File: src/rtl/seven_seg_scan_ctrl.sv
// Multiplexed scan controller for a multi-digit 7-segment display with a
// shadow/active register bank, frame-aligned commit, blanking and leading-zero suppression.
module seven_seg_scan_ctrl #(
    parameter int NUM_DIGITS   = 4,
    parameter int PRESCALE     = 50000,
    parameter int BLANK_CYCLES = 2
) (
    input  logic                          clk,
    input  logic                          rst,
    input  logic                          wr_en,
    input  logic [$clog2(NUM_DIGITS)-1:0] wr_addr,
    input  logic [3:0]                    wr_value,
    input  logic                          wr_dp,
    input  logic                          wr_blank,
    input  logic                          commit,
    input  logic                          lzs_en,
    output logic                          commit_pending,
    output logic                          frame_tick,
    output logic [7:0]                    seg_n,
    output logic [NUM_DIGITS-1:0]         dig_n
);

    localparam int AW = $clog2(NUM_DIGITS);
    localparam int CW = $clog2(PRESCALE);
    localparam logic [CW-1:0] CNT_MAX = CW'(PRESCALE - 1);
    localparam logic [AW-1:0] IDX_MAX = AW'(NUM_DIGITS - 1);

    typedef enum logic {
        PH_BLANK,
        PH_ON
    } phase_t;

    logic [CW-1:0] cnt;
    logic [AW-1:0] idx;

    logic [3:0] sh_value  [NUM_DIGITS];
    logic       sh_dp     [NUM_DIGITS];
    logic       sh_blank  [NUM_DIGITS];
    logic [3:0] act_value [NUM_DIGITS];
    logic       act_dp    [NUM_DIGITS];
    logic       act_blank [NUM_DIGITS];

    logic                  slot_end;
    logic                  fb;
    logic                  wr_ok;
    phase_t                phase;
    logic [NUM_DIGITS-1:0] lead_zero;
    logic                  zero_run;
    logic                  suppressed;
    logic [7:0]            seg_next;
    logic [NUM_DIGITS-1:0] dig_next;

    function automatic logic [6:0] pat(input logic [3:0] v);
        case (v)
            4'h0: pat = 7'h3F;
            4'h1: pat = 7'h06;
            4'h2: pat = 7'h5B;
            4'h3: pat = 7'h4F;
            4'h4: pat = 7'h66;
            4'h5: pat = 7'h6D;
            4'h6: pat = 7'h7D;
            4'h7: pat = 7'h07;
            4'h8: pat = 7'h7F;
            4'h9: pat = 7'h67;
            4'hA: pat = 7'h77;
            4'hB: pat = 7'h7C;
            4'hC: pat = 7'h39;
            4'hD: pat = 7'h5E;
            4'hE: pat = 7'h79;
            default: pat = 7'h71;
        endcase
    endfunction

    assign slot_end = (cnt == CNT_MAX);
    assign fb       = slot_end && (idx == IDX_MAX);
    assign wr_ok    = wr_en && (int'(wr_addr) < NUM_DIGITS);
    assign phase    = (int'(cnt) < BLANK_CYCLES) ? PH_BLANK : PH_ON;

    // lead_zero[i]: digit i and every digit above it show a plain zero.
    always_comb begin
        lead_zero = '0;
        zero_run  = 1'b1;
        for (int i = NUM_DIGITS - 1; i >= 0; i--) begin
            zero_run     = zero_run && (act_value[i] == 4'h0) && !act_dp[i];
            lead_zero[i] = zero_run;
        end
    end

    assign suppressed = act_blank[idx] || (lzs_en && lead_zero[idx] && (idx != '0));

    always_comb begin
        seg_next = 8'hFF;
        dig_next = '1;
        if (phase == PH_ON && !suppressed) begin
            seg_next = ~{act_dp[idx], pat(act_value[idx])};
            dig_next = ~(NUM_DIGITS'(1) << idx);
        end
    end

    always_ff @(posedge clk) begin
        if (rst) begin
            cnt <= '0;
            idx <= '0;
        end else if (slot_end) begin
            cnt <= '0;
            idx <= (idx == IDX_MAX) ? '0 : idx + 1'b1;
        end else begin
            cnt <= cnt + 1'b1;
        end
    end

    // wr_en and commit are strobes without back-pressure: each is accepted in
    // the cycle it is high, there is no ready and no retry.
    always_ff @(posedge clk) begin
        if (rst) begin
            for (int i = 0; i < NUM_DIGITS; i++) begin
                sh_value[i]  <= 4'h0;
                sh_dp[i]     <= 1'b0;
                sh_blank[i]  <= 1'b1;
                act_value[i] <= 4'h0;
                act_dp[i]    <= 1'b0;
                act_blank[i] <= 1'b1;
            end
            commit_pending <= 1'b0;
        end else begin
            if (wr_ok) begin
                sh_value[wr_addr] <= wr_value;
                sh_dp[wr_addr]    <= wr_dp;
                sh_blank[wr_addr] <= wr_blank;
            end
            // A commit landing on the boundary itself queues the next frame's copy.
            if (fb && commit_pending) begin
                act_value      <= sh_value;
                act_dp         <= sh_dp;
                act_blank      <= sh_blank;
                commit_pending <= commit;
            end else if (commit) begin
                commit_pending <= 1'b1;
            end
        end
    end

    always_ff @(posedge clk) begin
        if (rst) begin
            seg_n      <= 8'hFF;
            dig_n      <= '1;
            frame_tick <= 1'b0;
        end else begin
            seg_n      <= seg_next;
            dig_n      <= dig_next;
            frame_tick <= fb;
        end
    end

endmodule
File: config.mk
export PLATFORM = sky130hd
export DESIGN_NAME = seven_seg_scan_ctrl
export DESIGN_NICKNAME = d
export VERILOG_FILES = /design/src/rtl/seven_seg_scan_ctrl.sv
export SDC_FILE = /design/constraint.sdc
export NUM_CORES = 1
export LEC_CHECK = 0
export CAP_MARGIN = 20
export CORE_MARGIN = 5
export CORE_UTILIZATION = 45
export DETAILED_ROUTE_END_ITERATION = 8
export PLACE_DENSITY_LB_ADDON = 0.15
export RECOVER_POWER = 25
export SYNTH_ARGS = -nofsm -noshare
export SYNTH_HDL_FRONTEND = slang
export SYNTH_SLANG_ARGS = --single-unit
File: constraint.sdc
create_clock -name clk -period 2.1 [get_ports clk]
set_input_delay 0.42 -clock clk [delete_from_list [all_inputs] [get_ports clk]]
set_output_delay 0.42 -clock clk [all_outputs]
set_load 0.01 [all_outputs]
---- After elaboration in Yosys (flattened, before gate mapping) ----
Memory sizes are Yosys's and may differ from the RTL's.
Index checks and enable logic that the tools add are counted.
word-level totals
  logic and storage cells ................. 96
  input bits .............................. 13
  memories ................................ 1
  output and inout bits ................... 14
  register bits after elaboration ......... 80
  memory bits (read-only) ................. 112
operators by class
  $add $sub $neg .......................... 2
  magnitude comparators ................... 5
  reduce and logical (&&, ||, !) cells .... 27
  muxes and demuxes ....................... 23
  shift-type cells ........................ 1
  equality and inequality tests ........... 2
  bitwise logic cells ..................... 5
memory list
  name              depth  bits a word  rd ports  clocked after memory_dff  wr ports  RTL line  text
  (name not given)  16     7            1         0                         0         54        case (v)
operator list
  cell                     number
  $add A16 B1 Y16 const B  1
  $bwmux W16               1
  $eq A16 B16 Y1 const B   1
  $logic_not A4 Y1         4
  $lt A16 B2 Y1 const B    1
  $logic_and A1 B1 Y1      13
  $mux W4                  3
  $mux W1                  9
  $bmux W4 S2              1
  $bwmux W4                2
  $demux W4 S2             1
  $not A8 Y8               1
  $mux W7                  1
  $bmux W1 S2              3
  $ge A3 B3 Y1 const B     2
  $not A2 Y3               2
  $logic_not A1 Y1         5
  $not A4 Y4               1
  $reduce_bool A2 Y1       2
  $reduce_or A2 Y1         2
  $shl A1 B2 Y4 const A    1
  $lt A2 B3 Y1 const B     1
  $lt A3 B1 Y1 const B     1
  $add A2 B1 Y2 const B    1
  other kinds (5)          5

---- Logic depth before layout (Yosys ltp) ----
Gate-level depths: netlist of run 1.
  word-level depth ........................ 17
  mapped depth ............................ 9
  depth with buffers taken out ............ 7

---- Worst setup path after synthesis of run 1 ----
Ideal clock, no wire load.
  path type ............................... reg-to-reg
  from .................................... reg idx[0]
  to ...................................... reg seg_n[1]
  clock period less this slack ............ 2.134 ns
  required time ........................... 1.981 ns
  buffers on the path ..................... 1
  setup slack ............................. -0.034 ns
  stages on the path, launching flop included .. 8
  data arrival time ....................... 2.015 ns
  setup time .............................. 0.119 ns
  cell sequence ........................... dfxtp_1 > buf_2 > mux4_2 > inv_1 > ha_1 > mux2_2 > a32oi_1 > nand2_1
between the ends
  longest elaborated chain between the ends .. 9
  elaborated cells on any way between the ends .. 20
  classes of those cells .................. mux (9); bitwise (3); reduce/logical (7); memory (1)
RTL lines
  item                                                                    RTL line  text
  start, declared                                                         34        logic [AW-1:0] idx;
  start signal, assigned                                                  106       idx <= (idx == IDX_MAX) ? '0 : idx + 1'b1;
  parallel branches: the longest is 9 deep, another holds $mem_v2 Z16 W7  --
  end signal, assigned                                                    149       seg_n <= seg_next;
  end, declared                                                           19        output logic [7:0] seg_n,
Several ways; the timed one is not identified. The select of a mux whose other input is x is not followed.
A chain may end at the register's enable or synchronous reset.

---- Worst setup path after layout of run 1 ----
  from .................................... reg idx[0]
  to ...................................... reg seg_n[3]
The elaborated chain is that of the path after synthesis.

==> impl.org, run 1 <==
** Status
- The run finished with clean final reports.

** Die
- For this design the top-level I/O count stands at 27.
- Number of standard-cell rows in the floorplan :: 31
- After floorplanning, the core was sized to cover 7253 µm².
- Total die area :: 9281 µm²
- The initial utilization of the core area, before any placement, comes to between 40 and 50%.
- The die is 96.34 µm tall.
- Width of the die :: 96.34 µm

** STA
- Setup violations remaining at the end of the flow were counted as 0.
- In the finished design, the share of the clock period the worst path needs comes to 95.31%.
- Measured against its own limit, the worst slew margin works out to 62.69%.
- Tmin final :: 2.001 ns
- Final critical-path setup slack :: 0.09851 ns
- The final number of max-transition violations came to 0.
- RSZ-0062 raised after global routing :: false
- Hold Vio Cnt, Final :: 0
- Clock Skews :: roughly 0.010 ns
- Maximum clock frequency :: 0.4996 GHz
- At the pin with the least slew margin, the transition time is 0.5596 ns.

** Finish
- Filler cell count in the final layout :: 668
- Post-route standard cell area excluding fillers :: 4086 µm²
- Ratio of cells with drive above 1 in the final layout :: between 10% and 20%
- After the last flow step, the layout net total stands at 404.
- From synthesis to final layout, the design area changed by 21.82%.
- The repair_antennas step left the layout with diodes totalling 0.

** Synth
- Most instantiated library cell after synthesis :: sky130_fd_sc_hd__dfxtp_1
- The synthesized design devotes to its leading area cell type 47.74% of total area.
- Summing the areas of all fa, ha and maj instances in the mapped netlist gives 3.730% of the synthesized area.
- Xor-xnor portion of the synthesized cell area :: 3.655%
- Mean post-synth cell area :: 10.07 µm²
- Largest family of logic cells by synthesized area :: simple AND/OR/NAND/NOR gates
- The netlist uses 44 different library cells.
- The commonest cells after synthesis are sky130_fd_sc_hd__dfxtp_1 (80), sky130_fd_sc_hd__nor2_1 (72), sky130_fd_sc_hd__mux2i_1 (45), sky130_fd_sc_hd__nand2_1 (18), sky130_fd_sc_hd__ha_1 (10).
- Post-Synth Simple-Gate Area :: between 10% and 20%
- Yosys mapped a number of flops with a built-in enable equal to 0.
- Primary FF master, synth :: sky130_fd_sc_hd__dfxtp_1
- Dominant cell type by area after synthesis :: sky130_fd_sc_hd__dfxtp_1
- The cell count after synthesis came out at approximately 330.
- The number of nets in the synthesized netlist is 356.
- Of all flip-flops after synthesis, the portion carrying an async set or reset was 0%.
- Leading cell types by total area after synthesis :: sky130_fd_sc_hd__dfxtp_1 (48%), sky130_fd_sc_hd__mux2i_1 (13%), sky130_fd_sc_hd__nor2_1 (8.1%)
- Counting flops and latches in the post-synthesis netlist gives 80.
- Fraction of the yosys area taken by sequential cells :: a little under half
- Summing the areas of all compound-gate instances in the mapped netlist gives 5.446% of the synthesized area.
- Post-Syn Area :: 3354 µm²
- Multiplexer cells account for 18.13% of the synthesized area.
- The Yosys step of the flow raised 0 warnings.

** Setup path
- For the worst setup path, the data required time is 2.32 ns.
- The worst register-to-register path ends at seg_n[3]$_SDFF_PP1_.
- FF-to-FF Start :: idx[0]$_SDFFE_PP0N_
- Data on the critical path arrives at its endpoint at 2.22 ns.
- In this run the worst path has a maximum fanout of 7.
- Worst Setup Start Kind :: flop
- Reg2Reg Setup Slack :: 0.1 ns
- Crit Path Category :: reg2reg
- Reg2reg path depth :: 7
- STA classifies the critical path endpoint as a flop.

** Drt
- The first TritonRoute pass finished after 4 iterations.
- The routed design has 6678 µm of wire.
- Number of vias per cell after detailed routing :: 5.041
- After detailed routing, the average wire length per cell comes to 13.77 µm.
- Total vias in the final route :: 2,445
- DRC errors left :: 0
- After the first detailed-routing iteration, the DRC count stood at 97.
- Post-route ant nets :: 0

** Clock tree
- Number of hold-repair buffers added at the cts stage :: 0
- Cell chosen for the clock root :: sky130_fd_sc_hd__clkbuf_8
- Number of clock buffers inserted by TritonCTS :: 9
- Clock network latency to the later pin of the worst-skew pair :: roughly 0.34 ns
- Clock tree from TritonCTS :: yes
- After clock tree synthesis, the clock-pin slew on the worst setup and hold paths is 0.08 ns.
- Count of clock tree sinks :: 80
- No sink is reached through more buffers than the 2 on the longest clock path.
- The H-tree generated during clock tree synthesis spans 3 levels.

** Pwr
- Cell Int Power :: 2.177 mW
- Total power after layout :: 2.804 mW
- The analysis attributes to net switching a power of approximately 630 µW.
- Relative contribution of combinational cells to total power :: 3.9%
- For this design the static power due to leakage is 1.765 nW.
- Sw frac :: 22.35%
- Power spread over the standard cell area amounts to between 600 and 700 nW/µm².
- Per report_power, the clock group accounts for 40.7% of the total.
- Per report_power, the sequential group accounts for a little under three fifths of the total.
- Across the VDD grid, the largest voltage drop is around 0.44 mV.

** GRT
- Number of global-route vias before repair :: 2,349
- Global-route wire length before repair :: 11,160 µm
- Maximum number of pins on one net before global-route repair :: 54
- Overflow left after global routing :: 0
- Number of antenna violations at the first check in global routing :: 0
- Total routing resource utilization after global routing :: 15.56%

** Flow run
- Max Cap Viol :: 0

** Min path
- Along the worst hold path, the cell count comes to 1.
- Hold path start :: cnt[0]$_SDFF_PP0_
- Worst min-delay path class :: reg2reg
- The worst hold path terminates at cnt[0]$_SDFF_PP0_.

** Placed design
- At the end of routability-driven placement, the weighted congestion stood at around 0.78.
- Once placement finished, the instance area stood at 3857 µm².
- During placement, the flow inserted port buffers numbering 26.
- Before CTS, the worst setup slack after placement is -0.1594 ns.
- Summed over all nets, the half-perimeter wirelength after detailed placement is between 4000 and 5000 µm.
==> power by group through the flow <==
stage	combinational, mW	sequential (mW)	clock [mW]
floorplan	0.0650	1.59	0
global placement	0.114	1.59	0
detailed placement	0.114	1.59	0
CTS	0.115	1.55	1.18
global route	0.123	1.56	1.24
finish	0.110	1.55	1.14
==> registers in the layout, indices dropped and copies added, names as in the netlist <==
name / cells
act_blank: 4
sh_blank: 4
cnt: 16
sh_value: 16
frame_tick: 1
commit_pending: 1
act_dp: 4
sh_dp: 4
dig_n: 4
seg_n: 8
idx: 2
act_value: 16
==> layout by cell type, fill, tap and decap left out, drive strengths merged, types with 3 or more instances in the layout <==
| master | n |
|---|---|
| nor4 | 4 |
| and2 | 5 |
| ha | 10 |
| clkbuf | 14 |
| clkdlybuf4s50 | 24 |
| nand2 | 18 |
| a21oi | 3 |
| nand3 | 7 |
| or4 | 3 |
| xor2 | 8 |
| o21ai | 3 |
| dfxtp | 80 |
| buf | 23 |
| inv | 8 |
| mux2i | 45 |
| a211o | 8 |
| and4 | 3 |
| xnor2 | 6 |
| nor2 | 72 |
| nand4 | 4 |
| mux4 | 6 |
==> timing repair <==
action	CTS	global route
buffers inserted	0	1
pin swaps	0	2
resized for setup	3	8
setup endpoints to repair	12	24
hold endpoints to repair	0	0
==> routing by layer <==
metal | global-route usage [%] | routed length, µm
met1 | 20.83 | 3276
met2 | 23.98 | 3098
met3 | 3.284 | 216
met4 | 7.126 | 87
met5 | 0 | 0
==> per-stage QoR <==
| stage | setup TNS, ns | hold slack (ns) | std cells | util (%) |
|---|---|---|---|---|
| detailed placement | -0.8519 | 0.4560 | 468 | 53.18 |
| global placement | -0.5530 | 0.4429 | 468 | 53.18 |
| floorplan | 0 | 0.4261 | 333 | - |
| CTS | 0 | 0.4759 | 484 | 56.08 |
| global route | 0 | 0.5023 | 485 | 56.34 |
| finish | 0 | 0.4648 | 485 | 56.34 |
==> critical path: stages (launching register included) <==
cell                       delay [ns]
sky130_fd_sc_hd__dfxtp_4         0.39
sky130_fd_sc_hd__buf_6           0.13
sky130_fd_sc_hd__mux4_2          0.50
sky130_fd_sc_hd__buf_4           0.17
sky130_fd_sc_hd__ha_1            0.24
sky130_fd_sc_hd__nor3b_1         0.16
sky130_fd_sc_hd__a211oi_1        0.21
sky130_fd_sc_hd__o21ai_1         0.09
==> logic make-up after synthesis <==
kind of cell	Yosys count
AOI/OAI and AO/OA	24
and+or+nand+nor	130
buffers and inverters	22
xor gates and xnor gates	14
DFF	80
muxes	53
adders and majority gates	10
==> area by class of cell <==
type	instances	area (µm²)	area share [%]
repair buffers	52	451.7	11.05
inverters	7	26.28	0.6430
clock inverters	6	67.56	1.653
well taps	99	123.9	3.031
multi-input cells	231	1674	40.97
flip-flops and latches	80	1605	39.28
clock buffers	10	137.6	3.368
==> how the worst max path moves through the flow <==
stage / start / end / slack, ns / depth (start not counted)
2_1_floorplan: idx[0]$_SDFFE_PP0N_ / seg_n[1]$_SDFF_PP1_ / 0.03 / 7
3_3_place_gp: lzs_en / seg_n[6]$_SDFF_PP1_ / -0.10 / 6
3_5_place_dp: lzs_en / seg_n[6]$_SDFF_PP1_ / -0.16 / 6
4_1_cts: idx[0]$_SDFFE_PP0N_ / seg_n[6]$_SDFF_PP1_ / 0.02 / 7
5_1_grt: idx[0]$_SDFFE_PP0N_ / seg_n[3]$_SDFF_PP1_ / 0.005 / 8
6_report: idx[0]$_SDFFE_PP0N_ / seg_n[3]$_SDFF_PP1_ / 0.1 / 7
Power figures use the tool's default switching activity.
==> run 2, diff against run 1 <==
MAX_ROUTING_LAYER = met4   (was not set)
==> impl.org, run 2 (synthesis results as in run 1) <==
** Status
- The run finished with clean final reports.

** GRT
- Maximum number of pins on one net before global-route repair :: 54
- Global-route wire length before repair :: 11,190 µm
- Overflow left after global routing :: 0
- The initial antenna violation count was 0.
- The via count of the first global-routing pass was 2,336.
- Total routing resource utilization after global routing :: 16.07%

** STA
- The final number of max-transition violations was 0.
- Tmin final :: between 2 and 2.5 ns
- Derived from the worst setup path, the maximum achievable clock frequency is 0.4997 GHz.
- Clock Skews :: 0.01369 ns
- The worst path uses 95.29% of the clock period.
- Setup repair after global routing left no endpoint under its margin.
- In this run the tightest slew margin relative to its limit is between 60% and 70%.
- Final critical-path setup slack :: 0.09893 ns
- Setup-failing EPs final :: 0
- Transition time at the pin with the least slew margin :: 0.5685 ns
- Hold Vio Cnt, Final :: 0

** Clock tree
- Number of buffers on the longest clock path :: 2
- CTS saw 80 sinks.
- In this run, CTS created clock tree buffers numbering 9.
- Clock tree from TritonCTS :: yes
- After clock tree synthesis, the clock-pin slew on the worst setup and hold paths is 0.09 ns.
- Clock latency on the worst-skew pair, taken at its later pin, is around 0.34 ns.
- H-tree depth reported by CTS :: 3
- The tree is rooted in a sky130_fd_sc_hd__clkbuf_8.

** Finish
- 0 antenna diodes ended up in the layout.
- The largest registers in the layout are act_value: 16 flops, cnt: 16 flops, sh_value: 16 flops.
- Most common library cell in the layout ignoring fill and taps :: sky130_fd_sc_hd__dfxtp_1
- The top cell types in the final layout, fill and taps aside, are sky130_fd_sc_hd__dfxtp_1 (79), sky130_fd_sc_hd__nor2_1 (72), sky130_fd_sc_hd__mux2i_1 (45).
- For this run, the post-layout net count is 404.
- Ratio of cells with drive above 1 in the final layout :: 13.99%
- From synthesis to final layout, the design area changed by 21.82%.
- The filler cells instantiated in the layout total about 670.

** Drt
- The routed design has between 6000 and 7000 µm of wire.
- The routed design uses roughly 230 µm of met3 wire.
- DRC errors left :: 0
- The routed layout has approximately 2,400 vias.
- Number of detailed-route iterations in the first pass :: 4
- The detailed router finished its first iteration with between 100 and 150 violations.
- Detailed-routing wirelength on met1 :: 3271 µm
- In the final routed layout, each cell accounts on average for between 10 and 15 µm.
- Top routing layer used :: met4
- In the routed layout, each cell is associated on average with a via count of 5.045.
- Post-route ant nets :: 0
- Detailed routing placed a total of ~3100 µm of wire on met2.

** Placed design
- Gpl congestion :: 0.7919
- I/O Buffers :: 26
- Summed over all nets, the half-perimeter wirelength after detailed placement is 4798 µm.
- Timing analysis after detailed placement gives a worst setup slack of -0.1594 ns.

** Setup path
- On the worst path, the slowest cell contributes a delay of 0.50 ns.
- Reg2reg path depth :: 7
- The worst setup path is captured at a flop.
- Crit Path Category :: reg2reg
- Crit path cell chain :: buf_6 -> mux4_2 -> buf_4 -> ha_1 -> nor3b_1 -> a211oi_1 -> o21ai_1
- Arrival time of the worst setup path :: 2.22 ns
- Worst Setup Start Kind :: flop
- The startpoint identified for the worst register-to-register timing path is idx[0]$_SDFFE_PP0N_.
- Of all nets on the critical path, the largest fanout is 7.
- At the worst endpoint, the required time is approximately 2.3 ns.
- Capture instance of the worst register-to-register path :: seg_n[3]$_SDFF_PP1_
- Critical Path Slowest Stage Cell :: sky130_fd_sc_hd__mux4_2
- Reg2Reg Setup Slack :: 0.1 ns

** Die
- The initialized floorplan defines 31 standard-cell rows.
- # IOs :: 27
- The die is 96.34 µm wide.
- The floorplan step defined a core boundary enclosing between 7000 and 8000 µm².
- For this configuration, the core starts out at a cell density of a little under half.
- In this run the vertical extent of the chip is 96.34 µm.
- Total die area :: 9281 µm²

** Min path
- Instance count along the most critical hold path :: 1
- The tightest min-delay check is of the reg2reg type.
- Endpoint of the worst hold-timing path :: cnt[0]$_SDFF_PP0_
- In this run the most critical hold path is launched from cnt[0]$_SDFF_PP0_.

** Pwr
- VDD sags by at most 0.4434 mV.
- The analysis attributes to cell leakage a power of approximately 1.8 nW.
- Total power for the finished layout comes to 2.809 mW.
- Dividing total power by cell area gives a power density of 687.4 nW/µm².

** Flow run
- Across the run, the number of max-cap violations was 0.
[run 2: worst max path at each step]
stage,startpoint,endpoint,slack [ns],cells after the start
6_report,idx[0]$_SDFFE_PP0N_,seg_n[3]$_SDFF_PP1_,0.1,7
5_1_grt,idx[0]$_SDFFE_PP0N_,seg_n[3]$_SDFF_PP1_,0.005,8
3_5_place_dp,lzs_en,seg_n[6]$_SDFF_PP1_,-0.16,6
3_3_place_gp,lzs_en,seg_n[6]$_SDFF_PP1_,-0.10,6
2_1_floorplan,idx[0]$_SDFFE_PP0N_,seg_n[1]$_SDFF_PP1_,0.03,7
4_1_cts,idx[0]$_SDFFE_PP0N_,seg_n[6]$_SDFF_PP1_,0.02,7
[run 2: report_power, final]
part / leakage (nW) / internal, mW / total [mW] / switching [mW]
Combinational: 1.02 / 0.0538 / 0.110 / 0.0565
Sequential: 0.649 / 1.54 / 1.55 / 0.0156
Clock: 0.0989 / 0.586 / 1.15 / 0.560
[run 2: cell type report]
| cell class | count | area [µm²] | share of cell area [%] |
|---|---|---|---|
| clock buffer | 10 | 137.6 | 3.368 |
| tap | 99 | 123.9 | 3.031 |
| timing repair buffer | 52 | 451.7 | 11.05 |
| sequential | 80 | 1605 | 39.28 |
| multi-input combinational | 231 | 1674 | 40.97 |
| inverter | 7 | 26.28 | 0.6430 |
| clock inverter | 6 | 67.56 | 1.653 |
[run 2: what timing repair did]
action | CTS | global route
pin swaps | 0 | 2
setup endpoints to repair | 12 | 24
resized for setup | 3 | 8
hold buffers | 0 | 0
buffers inserted | 0 | 1
[run 2: layer usage]
layer	GRT usage, %	vias up
met3	3.518	10
li1	-	1249
met4	7.126	0
met1	20.83	1156
met2	24.04	32
met5	-	-
[run 2: stage by stage]
stage	TNS [ns]	instances	instance area (µm²)	hold WS, ns	utilization (%)
5_1_grt	0	485	4086	0.5023	56.34
3_5_place_dp	-0.8519	468	3857	0.4560	53.18
6_report	0	485	4086	0.4658	56.34
2_1_floorplan	0	333	3358	0.4261	-
3_3_place_gp	-0.5530	468	3857	0.4429	53.18
4_1_cts	0	484	4068	0.4759	56.08
[run 2: critical path: cells and delay by family (launching register included)]
kind | cells | cell delay (ns)
flip-flops | 1 | 0.39
buffers and inverters | 2 | 0.30
AND/OR/NAND/NOR | 1 | 0.16
adder cells (fa/ha/maj) | 1 | 0.24
multiplexers | 1 | 0.50
AO/OA/AOI/OAI | 2 | 0.30
